--- config.mk ---
export PLATFORM = sky130hd
export DESIGN_NAME = mux4_rr_arbiter
export DESIGN_NICKNAME = d
export VERILOG_FILES = /design/src/rtl/mux4_rr_arbiter.sv
export SDC_FILE = /design/constraint.sdc
export NUM_CORES = 1
export LEC_CHECK = 0
export ABC_AREA = 1
export CAP_MARGIN = 5
export CORE_UTILIZATION = 35
export DETAILED_ROUTE_END_ITERATION = 8
export PLACE_DENSITY = 0.69
export REMOVE_ABC_BUFFERS = 1
export SYNTH_ARGS = -nofsm -noshare
export SYNTH_HDL_FRONTEND = slang
export SYNTH_SLANG_ARGS = --single-unit
export TNS_END_PERCENT = 20
--- constraint.sdc ---
create_clock -name clk -period 1.7 [get_ports clk]
set_clock_uncertainty 0.05 [all_clocks]
set_input_delay 0.34 -clock clk [delete_from_list [all_inputs] [get_ports clk]]
set_output_delay 0.34 -clock clk [all_outputs]
set_load 0.1 [all_outputs]
--- src/rtl/mux4_rr_arbiter.sv ---
// Round-robin arbiter for four requesters sharing one registered output channel.
// The winner's data is registered into y with a valid/ready handshake toward the
// sink; gnt pulses for one cycle on each capture so the producer can advance.
module mux4_rr_arbiter #(
    parameter int unsigned WIDTH = 8
) (
    input  logic             clk,
    input  logic             rst,
    input  logic [3:0]       req,
    input  logic [WIDTH-1:0] d0,
    input  logic [WIDTH-1:0] d1,
    input  logic [WIDTH-1:0] d2,
    input  logic [WIDTH-1:0] d3,
    input  logic             rdy,
    output logic [WIDTH-1:0] y,
    output logic             vld,
    output logic [1:0]       sel,
    output logic [3:0]       gnt
);

    localparam int unsigned NREQ = 4;

    logic [WIDTH-1:0] y_q,    y_d;
    logic             vld_q,  vld_d;
    logic [1:0]       sel_q,  sel_d;
    logic [1:0]       last_q, last_d;
    logic [3:0]       gnt_q,  gnt_d;

    logic             load_c;
    logic [3:0]       elig_c;
    logic [1:0]       win_c;
    logic             found_c;
    logic [1:0]       idx_c;
    logic [WIDTH-1:0] win_data_c;

    // Load when the output slot is empty or being drained this edge; a requester
    // granted last cycle is masked so it cannot be captured twice.
    assign load_c = !vld_q || rdy;
    assign elig_c = req & ~gnt_q;

    // Scan eligible requesters starting just after the last winner, last one checked last.
    always_comb begin
        win_c   = last_q;
        found_c = 1'b0;
        idx_c   = 2'd0;
        for (int k = 1; k <= int'(NREQ); k++) begin
            idx_c = 2'(last_q + 2'(k));
            if (!found_c && elig_c[idx_c]) begin
                win_c   = idx_c;
                found_c = 1'b1;
            end
        end
    end

    // Data mux driven by the combinational winner.
    always_comb begin
        win_data_c = d0;
        case (win_c)
            2'd0:    win_data_c = d0;
            2'd1:    win_data_c = d1;
            2'd2:    win_data_c = d2;
            default: win_data_c = d3;
        endcase
    end

    // Next-state: capture, go empty, or stall.
    always_comb begin
        y_d    = y_q;
        vld_d  = vld_q;
        sel_d  = sel_q;
        last_d = last_q;
        gnt_d  = 4'b0000;
        if (load_c) begin
            if (found_c) begin
                y_d    = win_data_c;
                sel_d  = win_c;
                vld_d  = 1'b1;
                last_d = win_c;
                gnt_d  = 4'(1) << win_c;
            end else begin
                vld_d = 1'b0;
            end
        end
    end

    // State registers; reset leaves requester 0 with top priority.
    always_ff @(posedge clk or posedge rst) begin
        if (rst) begin
            y_q    <= '0;
            vld_q  <= 1'b0;
            sel_q  <= 2'd0;
            last_q <= 2'd3;
            gnt_q  <= 4'b0000;
        end else begin
            y_q    <= y_d;
            vld_q  <= vld_d;
            sel_q  <= sel_d;
            last_q <= last_d;
            gnt_q  <= gnt_d;
        end
    end

    assign y   = y_q;
    assign vld = vld_q;
    assign sel = sel_q;
    assign gnt = gnt_q;

endmodule

After elaboration in Yosys (flattened, before gate mapping)
Index checks and enable logic that the tools add are counted.

Bits in registers: 17. Logic and storage cells: 47.

$add $sub $neg: 3. $lt $le $gt $ge: 4. Eq/ne operators: 2. Shift operators: 1. Muxes and demuxes: 20. Bitwise gates (word level): 2. Reduce and logical (&&, ||, !) cells: 10.

Operators by type and width (number): $pmux 8 s3 (1); $lt 2x3->1 const B (4); $mux 1 (9); $bmux 1 s2 (4); $mux 2 (4); $mux 4 (2); $add 2x2->2 const B (2); $and 4x4->4 (1); $logic_not 1->1 (4); $not 4->4 (1); $shl 1x2->4 const A (1); $logic_and 1x1->1 (3); $add 2x1->2 const B (1); $eq 2x1->1 const B (1); $eq 2x2->1 const B (1); $logic_not 2->1 (1); $reduce_and 2->1 (1); $logic_or 1x1->1 (1).

Longest topological paths before layout
Gate-level depths: netlist of run 1.

Depth in word-level cells: 17. Mapped depth: 16. Gate-level depth less buffers: 15.

Worst setup path after synthesis of run 1
Ideal clock, no wire load.

Kind: register to register. From: register gnt_q[3] (netlist: gnt[3]). To: register y_q[0] (netlist: y[0]). Library setup time: 0.120 ns. Arrival time: 2.122 ns. Data required time: 1.530 ns. Path slack: -0.592 ns. Cell stages (with the launch flop): 15. Clock period less this slack: 2.292 ns. Path through: dfrtp_1 -> inv_1 -> nand3_2 -> nand2_1 -> nand2_1 -> nand2_1 -> nand3_2 -> nand2_2 -> nand2_4 -> inv_2 -> buf_4 -> nand3_1 -> nand3_1 -> nand2_1 -> nand2_1.

Cells in the longest elaborated chain, start to end: 16. Elaborated cells between the ends (all ways): 29.

Ends and longest elaborated chain: from (decl) (RTL line 27) `logic [3:0] gnt_q, gnt_d;`; from (signal assigned) (RTL line 99) `gnt_q <= gnt_d;`; $not 4->4 * (RTL line 39) `assign elig_c = req & ~gnt_q;`; $and 4x4->4 * (RTL line 39); $bmux 1 s2 (RTL line 48) `if (!found_c && elig_c[idx_c]) begin`; $mux 1 (implied by the code) (RTL line 48); $mux 1 (RTL line 48); $logic_not 1->1 (RTL line 48); $logic_and 1x1->1 (RTL line 48); $mux 1 (RTL line 48); $logic_not 1->1 (RTL line 48); $logic_and 1x1->1 (RTL line 48); $mux 1 (RTL line 48); $logic_not 1->1 (RTL line 48); $logic_and 1x1->1 (RTL line 48); $mux 2 (RTL line 48); $eq 2x2->1, or another cell as far along (RTL line 58) `case (win_c)`; $pmux 8 s3 (RTL line 58); to (signal assigned) (RTL line 95) `y_q <= y_d;`; to (decl) (RTL line 23) `logic [WIDTH-1:0] y_q, y_d;`.

Mark *: on every way between the ends. The rest lies on a longest branch, timed or not. The select of a mux whose other input is x is not followed. A chain may end at the register's enable or synchronous reset.

Worst setup path after layout of run 1
From: register last_q[0]. To: register y_q[6] (netlist: y[6]).

Cells in the longest elaborated chain, start to end: 15. Elaborated cells between the ends (all ways): 30.

Ends and longest elaborated chain: from (decl) (RTL line 26) `logic [1:0] last_q, last_d;`; from (signal assigned) (RTL line 98) `last_q <= last_d;`; $add 2x1->2 (RTL line 47) `idx_c = 2'(last_q + 2'(k));`; $bmux 1 s2 (RTL line 48); $mux 1 (implied by the code) (RTL line 48); $mux 1 (RTL line 48); $logic_not 1->1 (RTL line 48); $logic_and 1x1->1 (RTL line 48); $mux 1 (RTL line 48); $logic_not 1->1 (RTL line 48); $logic_and 1x1->1 (RTL line 48); $mux 1 (RTL line 48); $logic_not 1->1 (RTL line 48); $logic_and 1x1->1 (RTL line 48); $mux 2 (RTL line 48); $eq 2x2->1, or another cell as far along (RTL line 58); $pmux 8 s3 (RTL line 58).

Several ways; a longest one is shown, not always the timed one. The select of a mux whose other input is x is not followed.

==> results.md, run 1 <==
- GRT Util Overall: 23.5%
- Post-layout util: 71.0%
- WL per Instance: 13.1 µm
- WP data required: 1.83 ns
- Mapped Area: 1220 µm²
- Register area share after synthesis: 35.1%
- RR Endpoint: y[6]$_DFFE_PP0P_
- Clock tree from TritonCTS: yes
- Antenna Cells: 0
- Max Fanout on Critical Path: 11
- Vias: 1511
- Met1 WL: 1700 µm
- Crit path DAT: 2.26 ns
- CTS clk-pin slew, worst paths: 0.12 ns
- Hold Path Class: input port to asynchronous set/reset pin
- Global placer's final weighted congestion: 0.914
- Worst relative slew slack: 80.2%
- Initial detailed-routing violation count: 90
- Clock sink count: 17
- P&R area growth vs syn: 94.7%
- Num CTS Buffers: 3
- Number of max-cap violations: 0
- Crit. End Element: register
- Reg2reg start: last_q[0]$_DFFE_PP1P_
- Top layer reached by signal wires: met4
- Failing checks: negative setup slack
- Setup ws final: -0.427 ns
- Final hold violations: 0
- Reg area: 428 µm²
- Rows: 21
- Initial antenna violation count: 0
- Final clock period utilization by the worst path: 125%
- Nets@finish: 301
- DR vias/cell: 4.92
- Worst skew pair latency: 0.29 ns
- First-pass GRT wire length: 6450 µm
- Synth unique cells: 22
- Status: finished with violations
- Antenna Nets Post-Route: 0
- Min cycle time layout: 2.13 ns
- Die area: 3720 µm²
- # IOs: 54
- Port bufs: 53
- CTS H-tree depth: 1
- Cts hold-fix bufs: 0
- Vias in the first global route: 1428
- Core area: 3340 µm²
- DRT Wirelength: 4040 µm
- Slew Limit Fails: 0
- CP Capture Point: y[6]$_DFFE_PP0P_
- Die Span X: 61.0 µm
- Met2 wire len: 2130 µm
- Share of cells above drive strength 1: 35.6%
- Starting Density: 36.5%
- Pin count of the biggest net entering global routing: 13
- Setup TNS Final: -6.01 ns
- Fmax: 470 MHz
- Syn Area/Cell: 6.84 µm²
- FF-to-FF path depth: 13
- Max Root-Sink Buffers: 2
- Footprint of the multi-input gates: 813 µm²
- FILL cells: 263
- CTS root buf: clkbuf_4
- CP startpoint: last_q[0]$_DFFE_PP1P_
- Grt total ovfl: 0
- Hpwl dp: 2640 µm
- Mapped Cells: 178
- Initial DRT Pass Iterations: 4
- FF+latch count, synth: 17
- RSZ-0062 raised after global routing: true
- Worst slew pin tran: 0.297 ns
- DRC violations left: 0
- Crit path launch type: register
- Die H: 61.0 µm
- FF-to-FF setup slack: -0.43 ns
- Final setup fails: 17
- Yosys warns: 0
- Worst Setup Path Type: register to register
- Routed wl met3: 175 µm
[cells in the mapped netlist]
cell      n  area [µm²]
nand4_1   4        25.0
buf_2     2        10.0
a31oi_1   1        6.26
nand2_1  56         210
inv_1    17        63.8
nor2_1    4        15.0
inv_2     4        15.0
dfrtp_1  15         375
nand2_2   4        25.0
nand3_2   4        40.0
buf_6     2        22.5
dfstp_2   2        52.6
nor3_1    2        10.0
o21ai_0  16        80.1
buf_4     2        15.0
a21oi_1   1        5.00
nor2_2    1        6.26
o21ai_1   2        10.0
nand3_1  34         170
nand3_4   1        17.5
inv_6     1        8.76
nand2_4   3        33.8
[worst min path at each step]
stage	from	to	slack, ns	cells after the start
2_1_floorplan	rst	gnt[0]$_DFF_PP0_	0.21	1
3_3_place_gp	sel[0]$_DFFE_PP0P_	sel[0]$_DFFE_PP0P_	0.47	2
3_5_place_dp	y[4]$_DFFE_PP0P_	y[4]$_DFFE_PP0P_	0.48	2
4_1_cts	rst	y[0]$_DFFE_PP0P_	0.22	2
5_1_grt	rst	y[0]$_DFFE_PP0P_	0.23	2
6_report	rst	y[0]$_DFFE_PP0P_	0.21	2
[state kept, by name, indices dropped and copies added (netlist names)]
signal,count
vld,1
gnt,4
y,8
sel,2
last_q,2
[logic make-up after synthesis]
kind of cell | Yosys count | synth area share [%]
compound gates | 20 | 8.32
buf+inv | 28 | 11.1
flops | 17 | 35.1
simple gates | 113 | 45.4
[layout make-up]
cell class | count | area share [%]
well taps | 46 | 2.43
inverters | 22 | 3.85
clock buffers | 3 | 0.950
flip-flops and latches | 17 | 18.1
multi-input cells | 134 | 34.3
clock inverters | 1 | 0.317
repair inverters | 1 | 0.317
repair buffers | 83 | 39.8
[cell usage in the layout (no fill, tap or decap), drive strengths merged]
master | synthesis | routed
clkinv | 0 | 1
a31oi | 1 | 1
clkdlybuf4s50 | 0 | 38
dfstp | 2 | 2
nand4 | 4 | 4
nand3 | 39 | 40
buf | 6 | 45
nor3 | 2 | 2
a21oi | 1 | 1
nor2 | 5 | 5
o21ai | 18 | 18
nand2 | 63 | 63
clkbuf | 0 | 3
clkinvlp | 0 | 3
dfrtp | 15 | 15
inv | 22 | 20
[per-layer routing]
metal	global-route usage (%)	up-vias
met5	0	-
met4	7.47	0
met3	4.48	4
met2	41.1	54
met1	29.0	700
li1	-	753
[through the flow]
stage               hold slack, ns  cells  instance area (µm²)  worst slack (ns)
floorplan                    0.215    172                 1170            -0.614
global placement             0.474    291                 2070            -0.499
detailed placement           0.477    291                 2070            -0.532
CTS                          0.224    304                 2270            -0.331
global route                 0.233    307                 2370            -0.555
finish                       0.215    307                 2370            -0.427
[critical path, cell delays in order, from the launching register on]
cell     delay (ns)
dfstp_2        0.63
buf_4          0.13
nand3_2        0.09
nand2_1        0.12
nand2_1        0.08
a31oi_1        0.14
nand2_1        0.11
nand2_4        0.13
nand2_4        0.10
buf_12         0.15
nand3_1        0.06
nand3_1        0.08
nand2_1        0.08
nand2_1        0.06
[timing repair]
item	CTS	global route
pin swaps	15	6
gates resized for setup	37	16
gates cloned	2	1
buffers inserted	7	2
setup endpoints to repair	17	17
Power of run 1 is not shown: default switching activity piles up to over one toggle a cycle in this logic, so the estimate is an artifact.
==> run 2, diff against run 1 <==
Settings changed: CORE_UTILIZATION 35 to 38, PLACE_DENSITY 0.69 to 0.74.
==> run 2 against run 1 <==
The run still ends with negative setup slack left. Wire length down 11%. Final area down 6.1%. Final cell count down 2.6%. Critical path type unchanged. Largest cell class unchanged.
==> results.md, run 2 (same netlist as run 1, synthesis figures left out) <==
- Status: finished with violations (unchanged)
- Failing checks: negative setup slack (unchanged)
- Number of max-cap violations: 0 (unchanged)
- Setup ws final: -0.381 ns (was -0.427 ns)
- FF-to-FF setup slack: -0.38 ns (was -0.43 ns)
- P&R area growth vs syn: 82.7% (was 94.7%)
- Slew Limit Fails: 0 (unchanged)
- Placed Area: 2120 µm² (was 2070 µm²)
- Post-layout util: 72.9% (was 71.0%)
- Cts hold-fix bufs: 0 (unchanged)
- Final Cell Area: 2220 µm² (was 2370 µm²)
- Core area: 3050 µm² (was 3340 µm²)
- Antenna Nets Post-Route: 0 (unchanged)
- Hold Path Class: input port to asynchronous set/reset pin (unchanged)
- Min cycle time layout: 2.08 ns (was 2.13 ns)
- Final setup fails: 16 (was 17)
- Antenna Cells: 0 (unchanged)
- Initial DRT Pass Iterations: 4 (unchanged)
- Global placer's final weighted congestion: 0.919 (was 0.914)
- Rows: 20 (was 21)
- CTS clk-pin slew, worst paths: 0.10 ns (was 0.12 ns)
- Initial antenna violation count: 0 (unchanged)
- Worst slew pin tran: 0.306 ns (was 0.297 ns)
- GRT Util Overall: 23.3% (was 23.5%)
- DR vias/cell: 4.76 (was 4.92)
- WL per Instance: 12.0 µm (was 13.1 µm)
- Final clock period utilization by the worst path: 122% (was 125%)
- Vias in the first global route: 1414 (was 1428)
- DRT Wirelength: 3590 µm (was 4040 µm)
- Worst skew pair latency: 0.29 ns (about the same)
- Num CTS Buffers: 3 (unchanged)
- Die Span X: 58.6 µm (was 61.0 µm)
- Initial detailed-routing violation count: 74 (was 90)
- DRC violations left: 0 (unchanged)
- Crit path launch type: register (unchanged)
- Most frequent cells in the layout: nand2_1 (50), clkdlybuf4s50_1 (38), nand3_1 (28), buf_4 (22), buf_12 (18) (was nand2_1 (48), clkdlybuf4s50_1 (38), buf_4 (25), nand3_1 (24), buf_12 (17))
- Commonest non-fill, non-tap cell in the layout: nand2_1 (unchanged)
- Pin count of the biggest net entering global routing: 18 (was 13)
- Starting Density: 39.9% (was 36.5%)
- Crit path DAT: 2.26 ns (about the same)
- RSZ-0062 raised after global routing: true (unchanged)
- First-pass GRT wire length: 6090 µm (was 6450 µm)
- Cells along the critical path: buf_6 -> nand3_1 -> nand3_2 -> nand2_2 -> nand2_2 -> inv_2 -> nand3_1 -> nor2_2 -> nor2_2 -> buf_12 -> o21ai_0 -> inv_1 -> nand2_1 -> nand2_1 (was buf_4 -> nand3_2 -> nand2_1 -> nand2_1 -> a31oi_1 -> nand2_1 -> nand2_4 -> nand2_4 -> buf_12 -> nand3_1 -> nand3_1 -> nand2_1 -> nand2_1)
- Port bufs: 53 (unchanged)
- Hpwl dp: 2670 µm (was 2640 µm)
- CTS root buf: clkbuf_4 (unchanged)
- Max Root-Sink Buffers: 2 (unchanged)
- Max Fanout on Critical Path: 8 (was 11)
- Setup TNS Final: -5.49 ns (was -6.01 ns)
- CP max stage delay: 0.67 ns (was 0.63 ns)
- CTS H-tree depth: 1 (unchanged)
- Die area: 3430 µm² (was 3720 µm²)
- # IOs: 54 (unchanged)
- WP data required: 1.88 ns (was 1.83 ns)
- Slowest CP cell: dfstp_2 (unchanged)
- Worst relative slew slack: 79.4% (was 80.2%)
- Vias: 1424 (was 1511)
- Clock sink count: 17 (unchanged)
- Crit. End Element: register (unchanged)
- Max reg flops: 8 (unchanged)
- Final hold violations: 0 (unchanged)
- Worst Setup Path Type: register to register (unchanged)
- Grt total ovfl: 0 (unchanged)
- Clock tree from TritonCTS: yes (unchanged)
- Fmax: 481 MHz (was 470 MHz)
- Nets@finish: 295 (was 301)
- Die H: 58.6 µm (was 61.0 µm)
- Share of cells above drive strength 1: 31.4% (was 35.6%)
## run 2: path summary, 6_finish.rpt
kind | from | to | cells past startpoint
min in group clk | sel[0]$_DFFE_PP0P_ | sel[0]$_DFFE_PP0P_ | 2
setup / recovery | last_q[0]$_DFFE_PP1P_ | y[1]$_DFFE_PP0P_ | 14
hold / removal | rst | y[6]$_DFFE_PP0P_ | 3
setup reg to reg | last_q[0]$_DFFE_PP1P_ | y[1]$_DFFE_PP0P_ | 14
max in group asynchronous | rst | last_q[0]$_DFFE_PP1P_ | 3
hold reg to reg | sel[0]$_DFFE_PP0P_ | sel[0]$_DFFE_PP0P_ | 2
## run 2: routing by layer
metal	GRT usage (%)	part of all wire, %
met3	3.74	5.4
met4	7.14	1.1
met1	27.2	40
met2	43.7	53
met5	0	0
## run 2: worst max-delay path, delay by kind of cell (launching register included)
family / cells / cell delay, ns
flops: 1 / 0.67
compound gates: 1 / 0.07
buf+inv: 4 / 0.40
simple gates: 9 / 0.84
## run 2: timing repair
item	CTS	global route
setup buffers	2	0
gates resized for setup	16	10
pin swaps	6	2
endpoints found under the setup margin	17	17
endpoints found under the hold margin	0	0
## run 2: final cells by class
class | instances | area (µm²)
clock inverters | 1 | 5.00
clock buffers | 3 | 22.5
multi-input cells | 133 | 709
flip-flops and latches | 17 | 428
repair buffers | 79 | 917
fillers | 257 | 828
inverters | 22 | 87.6
well taps | 44 | 55.1
## run 2: through the flow
stage / setup slack [ns] / hold slack, ns / instances
2_1_floorplan: -0.614 / 0.215 / 172
5_1_grt: -0.504 / 0.322 / 299
3_3_place_gp: -0.553 / 0.476 / 293
6_report: -0.381 / 0.295 / 299
3_5_place_dp: -0.588 / 0.483 / 293
4_1_cts: -0.329 / 0.300 / 299
Power of run 2 is left out for the same reason.
